### config.mk
export PLATFORM = sky130hd
export DESIGN_NAME = sipo
export DESIGN_NICKNAME = d
export VERILOG_FILES = /design/src/rtl/sipo_pkg.sv /design/src/rtl/sipo_out_reg.sv /design/src/rtl/sipo.sv
export SDC_FILE = /design/constraint.sdc
export NUM_CORES = 1
export LEC_CHECK = 0
export ABC_AREA = 1
export CAP_MARGIN = 20
export CORE_MARGIN = 8
export CORE_UTILIZATION = 44
export DETAILED_ROUTE_END_ITERATION = 6
export PLACE_DENSITY = 0.72
export SLEW_MARGIN = 30
export SYNTH_ARGS = -nofsm -noshare
export SYNTH_HDL_FRONTEND = slang
export SYNTH_SLANG_ARGS = --single-unit
### constraint.sdc
create_clock -name clk -period 1.2 [get_ports clk]
set_input_delay 0.12 -clock clk [delete_from_list [all_inputs] [get_ports clk]]
set_output_delay 0.12 -clock clk [all_outputs]
set_load 0.05 [all_outputs]
### src/rtl/sipo_pkg.sv
`default_nettype none
// +----------------------------------------------------------------------+
// | sipo_pkg : shared types for the serial-in parallel-out deserializer  |
// | Revision : 1.0                                                       |
// +----------------------------------------------------------------------+
package sipo_pkg;

  typedef enum logic [0:0] {
    SIPO_IDLE  = 1'b0,
    SIPO_SHIFT = 1'b1
  } sipo_state_t;

endpackage : sipo_pkg
`default_nettype wire

### src/rtl/sipo_out_reg.sv
`default_nettype none
// +----------------------------------------------------------------------+
// | sipo_out_reg : one-entry holding register with valid/ready handshake |
// | Revision     : 1.0                                                   |
// +----------------------------------------------------------------------+
module sipo_out_reg #(
  parameter int DATA_WIDTH = 8
) (
  input  logic                  clk,
  input  logic                  rst_n,
  input  logic                  load,
  input  logic [DATA_WIDTH-1:0] load_data,
  input  logic                  ready_in,
  output logic [DATA_WIDTH-1:0] data_out,
  output logic                  valid_out,
  output logic                  free
);

  // A consumer handshake on this edge makes room for a same-edge load.
  assign free = !valid_out || ready_in;

  always_ff @(posedge clk) begin
    if (!rst_n) begin
      data_out  <= '0;
      valid_out <= 1'b0;
    end else if (load && free) begin
      data_out  <= load_data;
      valid_out <= 1'b1;
    end else if (ready_in && valid_out) begin
      valid_out <= 1'b0;
    end
  end

endmodule : sipo_out_reg
`default_nettype wire

### src/rtl/sipo.sv
`default_nettype none
// +----------------------------------------------------------------------+
// | sipo     : LSB-first serial-in, parallel-out deserializer            |
// | Revision : 1.0                                                       |
// +----------------------------------------------------------------------+
module sipo
  import sipo_pkg::*;
#(
  parameter int DATA_WIDTH = 8
) (
  input  logic                  clk,
  input  logic                  rst_n,
  input  logic                  ser_data_in,
  input  logic                  ser_valid_in,
  output logic [DATA_WIDTH-1:0] data_out,
  output logic                  valid_out,
  input  logic                  ready_in,
  output logic                  busy,
  output logic                  overrun,
  output logic                  frame_err
);

  localparam int               CNT_W    = $clog2(DATA_WIDTH);
  localparam logic [CNT_W-1:0] LAST_BIT = CNT_W'(DATA_WIDTH - 1);

  sipo_state_t           state;
  logic [CNT_W-1:0]      bit_cnt;
  logic [DATA_WIDTH-1:0] shift_reg;
  logic [DATA_WIDTH-1:0] next_word;
  logic                  complete;
  logic                  free;

  assign next_word = {ser_data_in, shift_reg[DATA_WIDTH-1:1]};
  assign complete  = (state == SIPO_SHIFT) && ser_valid_in && (bit_cnt == LAST_BIT);
  assign busy      = (state == SIPO_SHIFT);

  always_ff @(posedge clk) begin
    if (!rst_n) begin
      state     <= SIPO_IDLE;
      bit_cnt   <= '0;
      shift_reg <= '0;
      overrun   <= 1'b0;
      frame_err <= 1'b0;
    end else begin
      overrun   <= complete && !free;
      frame_err <= (state == SIPO_SHIFT) && !ser_valid_in;
      if (state == SIPO_IDLE) begin
        if (ser_valid_in) begin
          shift_reg <= next_word;
          bit_cnt   <= CNT_W'(1);
          state     <= SIPO_SHIFT;
        end
      end else begin
        if (ser_valid_in) begin
          shift_reg <= next_word;
          if (bit_cnt == LAST_BIT) begin
            bit_cnt <= '0;
            state   <= SIPO_IDLE;
          end else begin
            bit_cnt <= bit_cnt + CNT_W'(1);
          end
        end else begin
          // Truncated frame: leftover shift_reg bits get overwritten by the next frame.
          bit_cnt <= '0;
          state   <= SIPO_IDLE;
        end
      end
    end
  end

  sipo_out_reg #(
    .DATA_WIDTH(DATA_WIDTH)
  ) u_out_reg (
    .clk      (clk),
    .rst_n    (rst_n),
    .load     (complete),
    .load_data(next_word),
    .ready_in (ready_in),
    .data_out (data_out),
    .valid_out(valid_out),
    .free     (free)
  );

endmodule : sipo
`default_nettype wire
==> reports/qor.txt <==
Outcome - finished clean
Non-filler cells in the finished layout - 158
Max clock buf depth - 2
Worst hold path depth - 3
DP HPWL - 1270 um
Most frequent cells in the layout - nor2_1 (21), dfxtp_1 (19), nand2_1 (13), buf_12 (12)
Final period util - 98.4%
Syn_area_per_cell - 8.03 sq um
CP Capture Type - flip-flop
Hold EP - shift_reg[7]
Worst reg2reg setup slack - 20 ps
Share of cells above drive strength 1 - 27.5%
Initial DRC Count - 17
Slew at the pin closest to its max-slew limit - 222 ps
Die X - 60.4 um
Post-route ant nets - 0
CP peak stage delay - 370 ps
P&R area growth vs syn - 46.5%
Finished Cell Area - 1270 sq um
DRT Pass-1 Iters - 4
Worst EP arrival - 1390 ps
Die area - 3650 sq um
Synthesized area - 867 sq um
Initial core utilization - 45.6%
Layout Nets - 139
Met3 routed WL - 101 um
Register area share after synthesis - 50.8%
# fillers - 150
Global-route wire length before repair - 2770 um
Crit path top cell by count - ha_4
Highest routed metal layer - met4
DRC viols - 0
Relative slew margins - 85.1%
Net Sw Power - 300 uW
Critical Path, Cell by Cell - ha_4 > ha_4 > nand2_2 > nor2_4 > nand3_1 > nand2_1 > nor2_1
Final setup viols - 0
Multi-input logic area - 378 sq um
H-tree Lvls - 1
Crit-path slowest cell - dfxtp_2
Total track usage - 10.1%
Max reg flops - 8
CP Data Required Time - 1410 ps
Post-synth ARST share - 0%
Internal power - 993 uW
GP Congestion - 0.703
Initial antenna violation count - 0
Slew Viols, Final - 0
Reg clk slew, reported paths - 120 ps
Yosys cell types - 17
Number of synthesized register bits - 22
Final Hold Viols - 0
Count of flip-flops with a built-in enable after synthesis - 0
Metal1 wirelength - 700 um
Combinational power share - 9.1%
R2R depth - 7
Total grt overflow - 0
DP Area - 1210 sq um
Hold Startpoint - ser_data_in
Worst Skew - 2.64 ps
Via Count - 732
Worst reg2reg path endpoint - u_out_reg.data_out[5]
Clock Sinks - 22
Tmin final - 1180 ps
# port buffers - 16
Num ports - 17
Clock Latency Late Sink - 300 ps
ANT cells - 0
Sequential share of power - 59.5%
CTS tree - built
Number of CTS-inserted buffers - 3
Total leakage power - 0.505 nW
Die Ht - 60.4 um
Number of global-route vias before repair - 668
Largest net degree at the start of global routing - 15
Max Freq - 847 MHz
YS warnings - 0
Hold Path Class - in2reg
Placed insts - 153
Max-Cap Viols - 0
Root buf cell - clkbuf_4
Dpl ws - -49.6 ps
Switch share - 23.2%
CP Class - reg2reg
WL/cell - 10.4 um
Synthesized net count - 115
DR WL met2 - 829 um
Fin Setup TNS - 0 ps
Reg area - 444 sq um
Core Util, Final - 66.8%
Site Rows - 16
DRT Wirelength - 1650 um
Power per cell area - 1020 nW/um^2
RSZ-0062 raised after global routing - yes
Total power - 1.29 mW
Core Footprint - 1900 sq um
Top_reg_cell synth - dfxtp_1
Final hold slack - 380 ps
Crit-path max FO - 8
Clock power share - 31.4%
Max VDD drop - 741 uV
Synthesized instance count - 108
Final WS setup - 19.1 ps
Worst R2R Start - bit_cnt[0]
Commonest non-fill, non-tap cell in the layout - nor2_1
# hold bufs at CTS - 0
Startpoint types - flip-flop
Vias per cell - 4.63
synth_stat cells, types with 2 or more instances:
cell / n / area share (%)
nand2_1: 13 / 5.6
nand2_2: 2 / 1.4
nand3_1: 10 / 5.8
inv_1: 9 / 3.9
a21oi_1: 10 / 5.8
nor2_1: 21 / 9.1
o21ai_1: 7 / 4.0
ha_1: 2 / 2.9
buf_2: 2 / 1.2
nor2_4: 2 / 2.6
dfxtp_1: 22 / 51
inv_2: 3 / 1.3
area by class of cell:
cell class / instances / area share, %
Clock buffer: 4 / 2.86
Sequential cell: 22 / 35.0
Inverter: 12 / 3.55
Multi-Input combinational cell: 70 / 29.8
Timing Repair Buffer: 23 / 26.2
Tap cell: 27 / 2.66
timing repair:
item                       CTS  global route
setup buffers                1             0
resized for setup            3             0
pin swaps                    1             0
setup endpoints to repair    9             9
hold endpoints to repair     0             0
gates cloned                 0             0
cell families (layout without fill, tap and decap cells):
| family | after synthesis | count (layout) | share of synthesized area, % |
|---|---|---|---|
| flops | 22 | 22 | 50.8 |
| compound gates | 18 | 18 | 10.7 |
| fa+ha+maj | 2 | 2 | 2.89 |
| simple gates | 50 | 50 | 27.1 |
| buf+inv | 16 | 39 | 8.51 |
power groups by stage:
stage / clock, mW / sequential [mW] / combinational, mW
finish: 0.406 / 0.770 / 0.118
global route: 0.455 / 0.773 / 0.131
CTS: 0.424 / 0.770 / 0.117
detailed placement: 0 / 0.784 / 0.115
global placement: 0 / 0.783 / 0.112
floorplan: 0 / 0.790 / 0.0629
how the worst max path moves through the flow:
stage / startpoint / to / slack, ps / depth (start not counted)
floorplan: bit_cnt[0] / u_out_reg.data_out[0] / 0.6 / 7
global placement: bit_cnt[0] / u_out_reg.data_out[7] / -20 / 7
detailed placement: bit_cnt[1] / u_out_reg.data_out[5] / -50 / 7
CTS: bit_cnt[0] / u_out_reg.data_out[5] / 1 / 7
global route: bit_cnt[0] / u_out_reg.data_out[7] / -80 / 7
finish: bit_cnt[0] / u_out_reg.data_out[5] / 20 / 7
critical path, delay by kind of cell, from the launching register on:
kind                     cells  cell delay (ps)
AND/OR/NAND/NOR              5              430
flip-flops                   1              370
adder cells (fa/ha/maj)      2              280
metal layers:
layer | vias up | GRT usage [%]
li1 | 392 | -
met1 | 319 | 11.0
met2 | 19 | 16.6
met3 | 2 | 3.18
met4 | 0 | 6.12
met5 | - | 0
(Power assumes the default switching activity.)
==> edit 1 (config.mk and constraints unchanged) <==
`DATA_WIDTH` is set to 8 in 2 places; all go to 16.
--- a/src/rtl/sipo_out_reg.sv
+++ b/src/rtl/sipo_out_reg.sv
@@ -4,7 +4,7 @@
 // | Revision     : 1.0                                                   |
 // +----------------------------------------------------------------------+
 module sipo_out_reg #(
-  parameter int DATA_WIDTH = 8
+  parameter int DATA_WIDTH = 16
 ) (
   input  logic                  clk,
   input  logic                  rst_n,
--- a/src/rtl/sipo.sv
+++ b/src/rtl/sipo.sv
@@ -6,7 +6,7 @@
 module sipo
   import sipo_pkg::*;
 #(
-  parameter int DATA_WIDTH = 8
+  parameter int DATA_WIDTH = 16
 ) (
   input  logic                  clk,
   input  logic                  rst_n,
Ports: changed (resized data_out); port bits go from 17 to 25. The function was not compared with the original's and may differ.
==> edit 1 against the unedited design <==
The flow now finishes with violations (setup timing). Area after synthesis increased by 83%. Design area increased by 83%. Total power increased by 100%. Wire length increased by 98%. Die area increased by 59%. Sequential cell count increased by 17. Worst setup slack got worse by 23 ps. Maximum frequency decreased by 1.9%. Critical path type unchanged. Largest power group unchanged.
==> edit 1: results (changes against the unedited design) <==
| Metric | Value |
|---|---|
| CTS HTree Levels | `2 (was 1)` |
| Failing checks | `setup timing` |
| Clock Latency Late Sink | `340 ps (was 300 ps)` |
| Via count | `1,287 (was 732)` |
| Setup crit end | `u_out_reg.data_out[3] (was u_out_reg.data_out[5])` |
| Post-Place Setup Slack | `-211 ps (was -49.6 ps)` |
| Vias in the first global route | `1,168 (was 668)` |
| FF-to-FF path depth | `6 (was 7)` |
| Met2 WL | `1630 um (was 829 um)` |
| Outcome | `complete, but fails checks (was completed)` |
| IO buf count | `24 (was 16)` |
| Routed met3 length | `145 um (was 101 um)` |
| Post-synthesis adder-cell area fraction | `0.00788 (was 0.0289)` |
| Critical path arrival | `1480 ps (was 1390 ps)` |
| Placer Congestion | `0.853 (was 0.703)` |
| Synthesized Nets | `187 (was 115)` |
| Largest net degree at the start of global routing | `18 (was 15)` |
| Distinct cells, synth | `25 (was 17)` |
| Dpl cells | `259 (was 153)` |
| Setup violators final | `4 (was 0)` |
| Post-Layout Cell Count | `267 (was 158)` |
| Hold path endpoint | `u_out_reg.data_out[15] (was shift_reg[7])` |
| Synth cell count leaders | `39 x dfxtp_1, 34 x nor2_1, 18 x nand2_1 (was 22 x dfxtp_1, 21 x nor2_1, 13 x nand2_1)` |
| HPWL Detailed | `2350 um (was 1270 um)` |
| Total global-route track usage | `0.116 (was 0.101)` |
| Setup TNS | `-6.01 ps (was 0 ps)` |
| Postcts setup bufs | `0 (was 1)` |
| Slowest-stage cell, CP | `dfxtp_2 (unchanged)` |
| Top cells by area, synth | `dfxtp_1 49%, nor2_1 8.0%, nand3_2 6.3%, a21oi_2 5.5%, o21ai_0 5.4% (was dfxtp_1 51%, nor2_1 9.1%, a21oi_1 5.8%, nand3_1 5.8%, nand2_1 5.6%)` |
| P_leak | `0.000867 uW (was 0.000505 uW)` |
| Synth Area in Compound Gates | `0.151 (was 0.107)` |
| TritonCTS Buffers | `5 (was 3)` |
| Net switching power | `561 uW (was 300 uW)` |
| Rel. slew slack | `0.830 (was 0.851)` |
| First-pass GRT wire length | `5580 um (was 2770 um)` |
| Setup Skew | `11.8 ps (was 2.64 ps)` |
| Setup slack after layout | `-3.93 ps (was 19.1 ps)` |
| Max VDD drop | `0.000938 V (was 0.000741 V)` |
| Synth warn | `0 (unchanged)` |
| Final hold slack | `391 ps (was 380 ps)` |
| Placed Area | `2170 sq um (was 1210 sq um)` |
| Crit-path leading delay family | `flip-flops (was simple AND/OR/NAND/NOR gates)` |
| Post-DR wirelength/cell | `12.2 um (was 10.4 um)` |
| CP max FO | `5 (was 8)` |
| Xor and xnor area share after synthesis | `0 (unchanged)` |
| R2R Path End | `u_out_reg.data_out[3] (was u_out_reg.data_out[5])` |
| Seq/Total Area, Yosys | `0.492 (was 0.508)` |
| Iter 0 DRT Violations | `70 (was 17)` |
| Max reg flops | `16 (was 8)` |
| Share of cells above drive strength 1 | `0.393 (was 0.275)` |
| Final Net Count | `224 (was 139)` |
| Clock root buffer | `clkbuf_4 (unchanged)` |
| Wire length on met1 | `1450 um (was 700 um)` |
| Gate Count Post-Synth | `181 (was 108)` |
[edit 1: power groups by stage]
stage | clock network (uW) | logic [uW] | registers (uW)
floorplan | 0 | 92.7 | 1400
global placement | 0 | 173 | 1400
detailed placement | 0 | 178 | 1400
CTS | 1100 | 179 | 1370
global route | 1140 | 201 | 1370
finish | 1070 | 181 | 1370
[edit 1: layout make-up]
cell class              count  area (sq um)
repair buffers             39           577
multi-input cells         126           776
flip-flops and latches     39           788
clock inverters             2          60.1
clock buffers               6          41.3
inverters                   7          26.3
well taps                  48          60.1
fillers                   283          1220
[edit 1: tightest hold or removal path, cell delays in order]
cell	delay [ps]
clkdlybuf4s50_1	450
nand3_2	90
a21oi_2	40
[edit 1: metal layers]
layer	up-vias	GRT usage
met2	20	0.201
met5	-	0
met4	0	0.0462
li1	672	-
met3	2	0.0389
met1	593	0.128
[edit 1: repair_timing]
| action | CTS | global route |
|---|---|---|
| setup endpoints to repair | 17 | 17 |
| resized for setup | 4 | 7 |
| pin swaps | 6 | 1 |
==> edit 2 (same settings) <==
Made on the original files. Reset style: asynchronous (`rst_n`), changed in 2 clocked blocks.
--- a/src/rtl/sipo_out_reg.sv
+++ b/src/rtl/sipo_out_reg.sv
@@ -19,7 +19,7 @@
   // A consumer handshake on this edge makes room for a same-edge load.
   assign free = !valid_out || ready_in;
 
-  always_ff @(posedge clk) begin
+  always_ff @(posedge clk or negedge rst_n) begin
     if (!rst_n) begin
       data_out  <= '0;
       valid_out <= 1'b0;
--- a/src/rtl/sipo.sv
+++ b/src/rtl/sipo.sv
@@ -34,7 +34,7 @@
   assign complete  = (state == SIPO_SHIFT) && ser_valid_in && (bit_cnt == LAST_BIT);
   assign busy      = (state == SIPO_SHIFT);
 
-  always_ff @(posedge clk) begin
+  always_ff @(posedge clk or negedge rst_n) begin
     if (!rst_n) begin
       state     <= SIPO_IDLE;
       bit_cnt   <= '0;
Formal check against the unedited RTL: differs if rst_n is asserted again (counterexample within 4 cycles, from zero or initial values and one cycle with rst_n low); with rst_n held inactive, the same outputs for 10 cycles.
==> edit 2 against the unedited design <==
First-iteration DRC count did not move. Sequential cell count did not move. Worst setup slack got worse by 100 ps. Critical path depth did not move. Wire length rose by 20%. Design area rose by 4.4%. Global-route usage rose by 2.1 points. The flow now finishes with violations (setup timing). Final cell count fell by 8.9%. Area after synthesis rose by 1.9%. Critical endpoint is now u_out_reg.data_out[3]. Total power rose by 23%. Critical path type unchanged.
==> edit 2: results (changes against the unedited design) <==
| Metric | Value |
|---|---|
| Top cells by area, synth | `dfrtp_1 62%, nand2_1 16%, nand3_1 6.8%, ha_1 2.8%, nor2_8 2.3% (was dfxtp_1 51%, nor2_1 9.1%, a21oi_1 5.8%, nand3_1 5.8%, nand2_1 5.6%)` |
| Synthesized Nets | `99 (was 115)` |
| Outcome | `complete, but fails checks (was completed)` |
| Slowest-stage cell, CP | `dfrtp_1 (was dfxtp_2)` |
| Largest net degree at the start of global routing | `23 (was 15)` |
| Synth cell count leaders | `38 x nand2_1, 22 x dfrtp_1, 12 x nand3_1 (was 22 x dfxtp_1, 21 x nor2_1, 13 x nand2_1)` |
| Ys async rst share | `1.00 (was 0)` |
| Switching share of power | `0.233 (was 0.232)` |
| Final Net Count | `125 (was 139)` |
| Worst hold-check path type | `in -> async (was in -> reg)` |
| Critical path arrival | `1500 ps (was 1390 ps)` |
| Post-Place Setup Slack | `-79.0 ps (was -49.6 ps)` |
| Gate Count Post-Synth | `92 (was 108)` |
| CP max FO | `6 (was 8)` |
| Setup TNS | `-629 ps (was 0 ps)` |
| Slew of the pin with the lowest slew margin | `287 ps (was 222 ps)` |
| Distinct cells, synth | `15 (was 17)` |
| Placed Area | `1230 sq um (was 1210 sq um)` |
| Seq/Total Area, Yosys | `0.623 (was 0.508)` |
| HPWL Detailed | `1340 um (was 1270 um)` |
| Max VDD drop | `0.00135 V (was 0.000741 V)` |
| Worst R2R Start | `bit_cnt[0] (unchanged)` |
| Share of cells above drive strength 1 | `0.291 (was 0.275)` |
| Final hold slack | `173 ps (was 380 ps)` |
| Failing checks | `setup timing` |
| Placer Congestion | `0.758 (was 0.703)` |
| Setup slack after layout | `-85.3 ps (was 19.1 ps)` |
| Total global-route track usage | `0.122 (was 0.101)` |
| Setup crit end | `u_out_reg.data_out[3] (was u_out_reg.data_out[5])` |
| Post-DR wirelength/cell | `13.7 um (was 10.4 um)` |
| Vias per std cell | `4.86 (was 4.63)` |
| Synth warn | `0 (unchanged)` |
| Predominant post-synthesis flop cell | `dfrtp_1 (was dfxtp_1)` |
| Crit-path max cell delay | `400 ps (was 370 ps)` |
| Vias in the first global route | `693 (was 668)` |
| P_leak | `0.000684 uW (was 0.000505 uW)` |
| Setup violators final | `9 (was 0)` |
| First-pass GRT wire length | `3280 um (was 2770 um)` |
| Via count | `700 (was 732)` |
| Setup Skew | `7.52 ps (was 2.64 ps)` |
## edit 2: changes by cell type after synthesis, moves of 2 or more
cell,delta
nor2_4,-2
dfrtp_1,+22
a21oi_1,-9
o21ai_1,-7
inv_2,-2
dfxtp_1,-22
inv_1,-5
o21ai_0,+2
nand2_1,+25
nor2_1,-19
nand3_1,+2
## edit 2: worst max-delay path: cells and delay by family (launching register included)
family / cells / cell delay, ps
flops: 1 / 400
fa+ha+maj: 2 / 340
simple gates: 5 / 450
## edit 2: power by group through the flow
stage          registers (uW)  logic, uW  clock network (uW)
6_report                  839        201                 553
5_1_grt                   846        220                 600
4_1_cts                   837        198                 569
3_5_place_dp              849        192                   0
3_3_place_gp              847        186                   0
2_1_floorplan             870       64.0                   0
## edit 2: what timing repair did
action / CTS / global route
gates cloned: 2 / 0
gates resized for setup: 4 / 2
endpoints found under the setup margin: 10 / 10
endpoints found under the hold margin: 0 / 0
pin swaps: 3 / 2
## edit 2: layer usage
metal  part of all wire  wire [um]  vias up  global-route usage
met5                  0          0        -                   0
met4              0.035         70        0              0.0797
met3              0.049         96        6              0.0254
met2               0.52       1030       17               0.205
met1               0.39        777      333               0.135
li1                   -          -      344                   -
## edit 2: cell families (layout without fill, tap and decap cells)
group           count (synthesis)  after routing  share of synthesized area
fa+ha+maj                       2              2                     0.0283
buf+inv                         8             31                     0.0382
simple gates                   57             59                      0.293
compound gates                  3              3                     0.0170
flops                          22             22                      0.623
## edit 2: final cells by class
class                      instances  area (sq um)
clock buffer                       3          22.5
clock inverter                     1          30.0
fill                             155           596
inverter                           5          18.8
multi-input combinational         64           343
sequential                        22           553
tap                               27          33.8
timing repair buffer              22           325
